`src/rtl/mbe_pkg.sv`:
```
// mbe_pkg: shared types and defaults for the MBE mantissa multiplier back end
package mbe_pkg;
    typedef enum logic [1:0] {IDLE, ADD, DONE} cpa_state_t;
    localparam int MANT_PROD_W = 48;
    localparam int CPA_SLICE   = 12;
endpackage

```
`src/rtl/mbe_final_cpa_if.sv`:
```
// mbe_final_cpa_if: row input and product output handshakes of the final CPA
interface mbe_final_cpa_if
    import mbe_pkg::*;
#(
    parameter int WIDTH = MANT_PROD_W
);
    logic             in_valid;
    logic             in_ready;
    logic [WIDTH-1:0] row0;
    logic [WIDTH-1:0] row1;
    logic             out_valid;
    logic             out_ready;
    logic [WIDTH-1:0] product;
    logic             norm;
    logic             busy;
    modport master (
        output in_valid, row0, row1, out_ready,
        input  in_ready, out_valid, product, norm, busy
    );
    modport slave (
        input  in_valid, row0, row1, out_ready,
        output in_ready, out_valid, product, norm, busy
    );
endinterface

```
`src/rtl/full_adder.sv`:
```
// full_adder: single-bit full adder cell
module full_adder (
    input  logic i_a,
    input  logic i_b,
    input  logic i_cin,
    output logic o_s,
    output logic o_cout
);
    assign o_s    = i_a ^ i_b ^ i_cin;
    assign o_cout = (i_a & i_b) | (i_cin & (i_a ^ i_b));
endmodule

```
`src/rtl/mbe_final_cpa_slice.sv`:
```
// cpa_slice: SLICE-bit ripple adder built from full_adder cells
module cpa_slice
    import mbe_pkg::*;
#(
    parameter int SLICE = CPA_SLICE
) (
    input  logic [SLICE-1:0] i_a,
    input  logic [SLICE-1:0] i_b,
    input  logic             i_cin,
    output logic [SLICE-1:0] o_s,
    output logic             o_cout
);
    logic [SLICE:0] w_c;
    assign w_c[0] = i_cin;
    for (genvar i = 0; i < SLICE; i++) begin : g_fa
        full_adder u_fa (
            .i_a   (i_a[i]),
            .i_b   (i_b[i]),
            .i_cin (w_c[i]),
            .o_s   (o_s[i]),
            .o_cout(w_c[i+1])
        );
    end
    assign o_cout = w_c[SLICE];
endmodule

```
`src/rtl/mbe_final_cpa.sv`:
```
// mbe_final_cpa: resolves the sum/carry rows into one product, one slice per cycle
module mbe_final_cpa
    import mbe_pkg::*;
#(
    parameter int WIDTH = MANT_PROD_W,
    parameter int SLICE = CPA_SLICE
) (
    input  logic           clk,
    input  logic           rst_n,
    mbe_final_cpa_if.slave bus
);
    localparam int            NSLICE = WIDTH / SLICE;
    localparam int            CW     = NSLICE > 1 ? $clog2(NSLICE) : 1;
    localparam logic [CW-1:0] LAST   = CW'(NSLICE - 1);

    if (WIDTH % SLICE != 0) begin : g_bad_slice
        $error("mbe_final_cpa: WIDTH must be a multiple of SLICE");
    end

    cpa_state_t       r_state;
    logic [CW-1:0]    r_cnt;
    logic             r_cy;
    logic             r_in_ready;
    logic             r_out_valid;
    logic             r_busy;
    logic [WIDTH-1:0] r_r0;
    logic [WIDTH-1:0] r_r1;
    logic [WIDTH-1:0] r_res;
    logic [SLICE-1:0] w_a;
    logic [SLICE-1:0] w_b;
    logic [SLICE-1:0] w_s;
    logic             w_c;

    assign w_a = r_r0[int'(r_cnt)*SLICE +: SLICE];
    assign w_b = r_r1[int'(r_cnt)*SLICE +: SLICE];

    cpa_slice #(.SLICE(SLICE)) u_slice (
        .i_a   (w_a),
        .i_b   (w_b),
        .i_cin (r_cy),
        .o_s   (w_s),
        .o_cout(w_c)
    );

    // FSM: latch rows, add one slice per cycle with registered carry, hold result until taken
    always_ff @(posedge clk) begin
        if (!rst_n) begin
            r_state     <= IDLE;
            r_cnt       <= '0;
            r_cy        <= 1'b0;
            r_r0        <= '0;
            r_r1        <= '0;
            r_res       <= '0;
            r_in_ready  <= 1'b1;
            r_out_valid <= 1'b0;
            r_busy      <= 1'b0;
        end else begin
            case (r_state)
                IDLE: if (bus.in_valid) begin
                    r_r0       <= bus.row0;
                    r_r1       <= bus.row1;
                    r_cnt      <= '0;
                    r_cy       <= 1'b0;
                    r_state    <= ADD;
                    r_in_ready <= 1'b0;
                    r_busy     <= 1'b1;
                end
                ADD: begin
                    r_res[int'(r_cnt)*SLICE +: SLICE] <= w_s;
                    r_cy  <= w_c;
                    r_cnt <= r_cnt + 1'b1;
                    if (r_cnt == LAST) begin
                        r_state     <= DONE;
                        r_out_valid <= 1'b1;
                    end
                end
                DONE: if (bus.out_ready) begin
                    r_state     <= IDLE;
                    r_out_valid <= 1'b0;
                    r_busy      <= 1'b0;
                    r_in_ready  <= 1'b1;
                end
                default: r_state <= IDLE;
            endcase
        end
    end

    assign bus.in_ready  = r_in_ready;
    assign bus.out_valid = r_out_valid;
    assign bus.busy      = r_busy;
    assign bus.product   = r_res;
    assign bus.norm      = r_res[WIDTH-1];
endmodule

```
`src/flat_wrapper.sv`:
```
// flat-port wrapper written by rule: the top's interface ports become plain ports
module mbe_final_cpa_flat import mbe_pkg::*;
#(
    parameter int WIDTH = MANT_PROD_W,
    parameter int SLICE = CPA_SLICE
)
  (clk, rst_n, bus_in_valid, bus_row0, bus_row1, bus_out_ready, bus_in_ready, bus_out_valid, bus_product, bus_norm, bus_busy);
  mbe_final_cpa_if #(.WIDTH(WIDTH)) bus_i ();
  input  logic clk;
  input  logic rst_n;
  input wire logic [$bits(bus_i.in_valid)-1:0] bus_in_valid;
  input wire logic [$bits(bus_i.row0)-1:0] bus_row0;
  input wire logic [$bits(bus_i.row1)-1:0] bus_row1;
  input wire logic [$bits(bus_i.out_ready)-1:0] bus_out_ready;
  output wire logic [$bits(bus_i.in_ready)-1:0] bus_in_ready;
  output wire logic [$bits(bus_i.out_valid)-1:0] bus_out_valid;
  output wire logic [$bits(bus_i.product)-1:0] bus_product;
  output wire logic [$bits(bus_i.norm)-1:0] bus_norm;
  output wire logic [$bits(bus_i.busy)-1:0] bus_busy;
  assign bus_i.in_valid = bus_in_valid;
  assign bus_i.row0 = bus_row0;
  assign bus_i.row1 = bus_row1;
  assign bus_i.out_ready = bus_out_ready;
  assign bus_in_ready = bus_i.in_ready;
  assign bus_out_valid = bus_i.out_valid;
  assign bus_product = bus_i.product;
  assign bus_norm = bus_i.norm;
  assign bus_busy = bus_i.busy;
  mbe_final_cpa #(.WIDTH(WIDTH), .SLICE(SLICE)) u_core (.clk(clk), .rst_n(rst_n), .bus(bus_i));
endmodule
```
`config.mk`:
```
export PLATFORM = sky130hd
export DESIGN_NAME = mbe_final_cpa_flat
export DESIGN_NICKNAME = d
export VERILOG_FILES = /design/src/rtl/mbe_pkg.sv /design/src/rtl/mbe_final_cpa_if.sv /design/src/rtl/full_adder.sv /design/src/rtl/mbe_final_cpa_slice.sv /design/src/rtl/mbe_final_cpa.sv /design/src/flat_wrapper.sv
export SDC_FILE = /design/constraint.sdc
export NUM_CORES = 1
export LEC_CHECK = 0
export BUFFER_PORTS_ARGS = -buffer_cell sky130_fd_sc_hd__clkbuf_2
export CORE_ASPECT_RATIO = 0.75
export CORE_MARGIN = 2
export CORE_UTILIZATION = 46
export CTS_BUF_LIST = sky130_fd_sc_hd__clkbuf_4
export CTS_CLUSTER_DIAMETER = 150
export DETAILED_ROUTE_END_ITERATION = 6
export PLACE_DENSITY = 0.67
export SYNTH_ARGS = -nofsm -noshare
export SYNTH_HDL_FRONTEND = slang
export SYNTH_SLANG_ARGS = --single-unit
```
`constraint.sdc`:
```
create_clock -name clk -period 15.15 [get_ports clk]
set_input_delay 0 -clock clk [delete_from_list [all_inputs] [get_ports clk]]
set_output_delay 0 -clock clk [all_outputs]
set_load 0.03 [all_outputs]
```
---- Word-level counts from Yosys, hierarchy flattened ----
Cells that the tools add are included.
cells by class
  shift-type cells ........................ 4
  reductions and logical operators ........ 9
  multipliers ............................. 1
  bitwise operators ....................... 60
  muxes and demuxes ....................... 16
  add/sub/neg operators ................... 2
  equality and inequality tests ........... 6
operator list
  operator                                                count
  bitwise mux 48 bit                                      1
  variable shift 12 x 33 -> 48 bit, first input constant  1
  variable part select 12 x 33 -> 48 bit                  1
  variable part select 48 x 32 -> 12 bit                  1
  variable part select 48 x 7 -> 12 bit                   1
  negation 32 -> 33 bit                                   1
  AND 1 bit                                               24
  bitwise XOR 1 bit                                       24
  OR 1 bit                                                12
  AND reduction 3 bit                                     3
  two-way mux 2 bit                                       4
  case mux 1 bit (2 select lines)                         4
  case mux 2 bit (3 select lines)                         1
  nonzero test 2 bit                                      3
  two-way mux 1 bit                                       5
  equality test 2 bit, second input constant              2
  multiplier 2 x 2 -> 4 bit, second input constant        1
  inequality test 2 bit, second input constant            2
  case mux 2 bit (2 select lines)                         1
  AND reduction 2 bit                                     2
  adder 2 x 1 -> 2 bit, second input constant             1
  equality test 2 x 1 -> 1 bit, second input constant     1
  zero test 2 bit                                         1
  inequality test 2 x 1 -> 1 bit, second input constant   1
word-level totals
  output and inout bits ................... 52
  input port bits ......................... 100
  word-level logic and storage cells ...... 107
  bits in registers ....................... 152

---- Logic depth before layout (Yosys ltp) ----
  word-level depth ........................ 28
  gate-level depth with buffers ........... 24
  gate-level depth less buffers ........... 22

---- Cells and area by module ----
A second synthesis with hierarchy kept.
unflattened totals
  cells, all modules ...................... 751
  area total of the unflattened synthesis .. 6816.5 um2
modules (own cells, without submodules)
  module         cells each  sequential area each (um2)  area each (um2)  instances
  mbe_final_cpa  739         3042.9                      6576.3           1
  full_adder     1           0.0                         20.0             12

---- Least setup slack after synthesis ----
OpenSTA, ideal clock, no wires.
  path type ............................... register to register
  start ................................... register u_core.r_cnt[0]
  end ..................................... register u_core.r_res[19], in the netlist u_core.bus.product[19]
  clock period less this slack ............ 5726 ps
  setup slack ............................. 9424 ps
  data required time ...................... 15089 ps
  buffers on the path ..................... 2
  library setup time ...................... 61 ps
  arrival ................................. 5665 ps
  stages on the path, launching flop included .. 25
  path through ............................ dfxtp_1 buf_4 buf_4 mux4_2 fa_1 fa_1 inv_1 fa_1 fa_1 inv_1 fa_1 fa_1 inv_1 fa_1 fa_1 inv_1 fa_1 fa_1 fa_1 inv_1 fa_1 mux2i_1 nand2_1 o21ai_0 a32o_1
between the ends
  cells in the longest elaborated chain, start to end .. 28
  elaborated cells on any way between the ends .. 64
RTL lines
  item                                                                                             line                                                           source
  from (decl)                                                                                      mbe_final_cpa.sv:21                                            logic [CW-1:0] r_cnt;
  from (signal assigned)                                                                           mbe_final_cpa.sv:71                                            r_cnt <= r_cnt + 1'b1;
  multiplier 2 x 2 -> 4 bit (*)                                                                    mbe_final_cpa.sv:34, mbe_final_cpa.sv:35, mbe_final_cpa.sv:69
  variable part select 48 x 7 -> 12 bit or variable part select 48 x 32 -> 12 bit (tied branches)  mbe_final_cpa.sv:34, mbe_final_cpa.sv:35
  bitwise XOR 1 bit                                                                                full_adder.sv:9, full_adder.sv:10
  AND 1 bit                                                                                        full_adder.sv:10                                               assign o_cout = (i_a & i_b) | (i_cin & (i_a ^ i_b));
  OR 1 bit                                                                                         full_adder.sv:10
  AND 1 bit                                                                                        full_adder.sv:10
  OR 1 bit                                                                                         full_adder.sv:10
  AND 1 bit                                                                                        full_adder.sv:10
  [12 not listed]                                                                                  n/a
  OR 1 bit                                                                                         full_adder.sv:10
  AND 1 bit                                                                                        full_adder.sv:10
  OR 1 bit                                                                                         full_adder.sv:10
  AND 1 bit                                                                                        full_adder.sv:10
  OR 1 bit                                                                                         full_adder.sv:10
  bitwise XOR 1 bit                                                                                full_adder.sv:9                                                assign o_s = i_a ^ i_b ^ i_cin;
  variable part select 12 x 33 -> 48 bit                                                           mbe_final_cpa.sv:69                                            r_res[int'(r_cnt)*SLICE +: SLICE] <= w_s;
  bitwise mux 48 bit (*)                                                                           mbe_final_cpa.sv:69
  to (signal, indexed assignment)                                                                  mbe_final_cpa.sv:69
  to (decl)                                                                                        mbe_final_cpa.sv:28                                            logic [WIDTH-1:0] r_res;
Mark *: on every way between the ends. The rest lies on a longest branch, timed or not.
A chain may end at the register's enable or synchronous reset.

---- Final worst setup path ----
  start ................................... register u_core.r_cnt[0]
  end ..................................... register u_core.r_res[47], in the netlist u_core.bus.product[47]
The elaborated chain is that of the path after synthesis.

==> impl_metrics.env <==
export IMPL_die_width_um=148
export IMPL_internal_power_uw=588
export IMPL_combPwrFrac_pct=18.9
export IMPL_drt_first_pass_iters=5
export IMPL_yosys_top_cells_count="nand2_1, dfxtp_1, a21boi_0, a21boi_1, nor2b_1"
export IMPL_syn2layout_area_growth_pct=31.3
export IMPL_antenna_found_initial=0
export IMPL_slew_violations=0
export IMPL_powerDensity_mw_per_mm2=88.5
export IMPL_leakage_uw=0.00380
export IMPL_swShare_pct=28.9
export IMPL_numCtsBuffers=17
export IMPL_worstSetupPathType="reg2reg"
export IMPL_io_pins=152
export IMPL_crit_path_end="u_core.bus.product[47]"
export IMPL_synth_edf_count=0
export IMPL_ys_seq_elements=152
export IMPL_startpoint="u_core.r_cnt[0]"
export IMPL_fin_crit_ns=6.13
export IMPL_synthTopCellsByArea="dfxtp_1, nand2_1, mux4_2"
export IMPL_finalWirelength_um=20100
export IMPL_stdcell_count=1229
export IMPL_htreeDepth=4
export IMPL_max_freq_mhz=163
export IMPL_fin_crit_sh_pct=40.5
export IMPL_grt_setup_unrepaired="no"
export IMPL_outcome="finished clean"
export IMPL_rr_startpoint="u_core.r_cnt[0]"
export IMPL_post_cts_buffers=0
export IMPL_die_h_um=112
export IMPL_viasPerCell=5.23
export IMPL_grt_start_max_net_pins=97
export IMPL_setup_viol=0
export IMPL_clock_skew_ns=0.0227
export IMPL_overflow=0
export IMPL_yosys_area_top_type="dfxtp_1"
export IMPL_dr_first_iter_drc_count=512
export IMPL_cts_resized=0
export IMPL_coreArea_mm2=0.0152
export IMPL_grt_pass1_wl_um=32200
export IMPL_clk_path_buf_depth=2
export IMPL_crit_path_start_kind="flip-flop"
export IMPL_fill_cells=1295
export IMPL_cts_clk_slew_worst_paths_ns=0.13
export IMPL_dp_cells=1072
export IMPL_worst_slew_pin_slew_ns=1.04
export IMPL_yosysWarnings=0
export IMPL_tritoncts="yes"
export IMPL_synth_async_reset_ratio_pct=0
export IMPL_io_buffers=151
export IMPL_start_util_pct=46.9
export IMPL_min_path_type="in2reg"
export IMPL_regArea_mm2=0.00304
export IMPL_synth_flop_cell="dfxtp_1"
export IMPL_layout_nets=1129
export IMPL_gp_congestion=0.850
export IMPL_m1WireLength_um=9270
export IMPL_seq_area_frac_synth_pct=42.8
export IMPL_path_max_fanout=50
export IMPL_clockPowerShare_pct=29.3
export IMPL_dr_wl_met3_um=1130
export IMPL_n_antenna_cell=0
export IMPL_power_switching_uw=239
export IMPL_synth_avg_cell_area_um2=9.23
export IMPL_top_layer="met4"
export IMPL_netlist_area_mm2=0.00712
export IMPL_clockRootBuffer="clkbuf_4"
export IMPL_fin_setup_tns_ns=0
export IMPL_grt_pass1_vias=6250
export IMPL_worst_endpoint_required_ns=15.62
export IMPL_routedWlPerCell_um=16.4
export IMPL_peakVddDrop_v=0.0000443
export IMPL_drc=0
export IMPL_wl_met2_um=9450
export IMPL_synth_top_area_share_pct=42.8
export IMPL_vias=6425
export IMPL_syn_inst=771
export IMPL_synth_cell_type_count=50
export IMPL_dieArea_mm2=0.0165
export IMPL_multi_input_area_mm2=0.00365
export IMPL_drv_cap=0
export IMPL_num_rows=39
export IMPL_reg2reg_to="u_core.bus.product[47]"
export IMPL_worstSkewPairLatency_ns=0.54
export IMPL_synth_net_count=889
export IMPL_detail_route_antenna_nets=0
export IMPL_holdBufCountCts=125
export IMPL_post_synth_top_count_cell="nand2_1"
export IMPL_reg2reg_slack_ns=9.02
export IMPL_ff2ff_path_depth=21
export IMPL_clock_sinks=152
export IMPL_track_usage_pct=24.7
export IMPL_dp_hpwl_um=12600
export IMPL_maxSlewHeadroom_pct=30.8
export IMPL_end_kind="flip-flop"
export IMPL_hold_violations=0
export IMPL_arrival_ns=6.60
export IMPL_post_route_cells_drive_above_1_share_pct=22.0
export IMPL_seqPwrFrac_pct=51.8
-- layer usage --
layer | global-route usage (%) | vias up
met5 | 0 | -
met4 | 6.60 | 0
met3 | 5.04 | 18
met2 | 40.4 | 204
met1 | 33.5 | 3101
li1 | - | 3102
-- worst min-delay path by stage --
stage	startpoint	endpoint	slack [ns]	cells after the start
6_report	bus_row0[32]	u_core.r_r0[32]	0.22	4
5_1_grt	bus_row0[31]	u_core.r_r0[31]	0.19	4
4_1_cts	bus_row0[31]	u_core.r_r0[31]	0.16	4
3_5_place_dp	bus_row0[7]	u_core.r_r0[7]	0.23	3
3_3_place_gp	bus_row0[35]	u_core.r_r0[35]	0.23	3
2_1_floorplan	bus_row0[0]	u_core.r_r0[0]	0.13	2
-- stage by stage --
step                total power, µW  instance area, µm²  hold WS (ns)  util (%)  setup slack [ns]
floorplan                       525                7120         0.135         -              9.42
global placement                564                7830         0.227      51.6              9.09
detailed placement              565                7830         0.230      51.6              9.02
CTS                             829                9350         0.157      61.6              9.01
global route                    863                9350         0.191      61.6              8.62
finish                          827                9350         0.221      61.6              9.02
-- worst max-delay path, cell delays in order (launching register included) --
cell	delay (ns)
dfxtp_2	0.55
buf_4	0.61
mux4_2	0.61
fa_1	0.39
inv_1	0.07
fa_1	0.17
fa_1	0.16
inv_1	0.05
fa_1	0.37
fa_1	0.36
inv_1	0.07
fa_1	0.18
fa_1	0.16
inv_1	0.05
fa_1	0.39
fa_1	0.40
fa_1	0.37
inv_1	0.08
fa_1	0.54
o21ai_0	0.21
a21oi_1	0.11
o21ai_0	0.17
-- cell families after synthesis --
logic type	after synthesis	synth area share, %
mux	33	8.88
fa+ha+maj	18	4.43
buf+inv	81	5.91
flops	152	42.8
compound gates	182	18.4
simple gates	305	19.6
-- sequential cells by signal (all words and copies together), names as in the netlist --
signal	count
u_core.r_r0	48
u_core.bus.busy	1
u_core.r_cnt	2
u_core.r_cy	1
u_core.r_r1	48
u_core.bus.out_valid	1
u_core.bus.in_ready	1
u_core.r_state	2
u_core.bus.product	48
-- power groups by stage --
stage | combinational [µW] | clock [µW] | sequential [µW]
3_3_place_gp | 127 | 0 | 437
6_report | 156 | 242 | 428
5_1_grt | 171 | 262 | 430
4_1_cts | 153 | 247 | 428
2_1_floorplan | 89.5 | 0 | 436
3_5_place_dp | 129 | 0 | 437
-- final cells by class --
cell class | count | share of cell area [%]
Multi-Input combinational cell | 538 | 39.1
Sequential cell | 152 | 32.6
Timing Repair Buffer | 281 | 21.9
Tap cell | 205 | 2.74
Clock buffer | 18 | 1.45
Clock inverter | 14 | 1.41
Inverter | 21 | 0.843
-- cell usage in the layout (no fill, tap or decap), drive strengths merged, types with 12 or more instances in the layout --
cell type,instances
nand2,214
inv,22
a21boi,97
nor2,13
clkbuf,168
mux4,24
dlygate4sd3,125
fa,12
a22oi,18
o21ai,27
dfxtp,152
nor2b,28
Note: power is estimated with default switching activity, not from simulation.
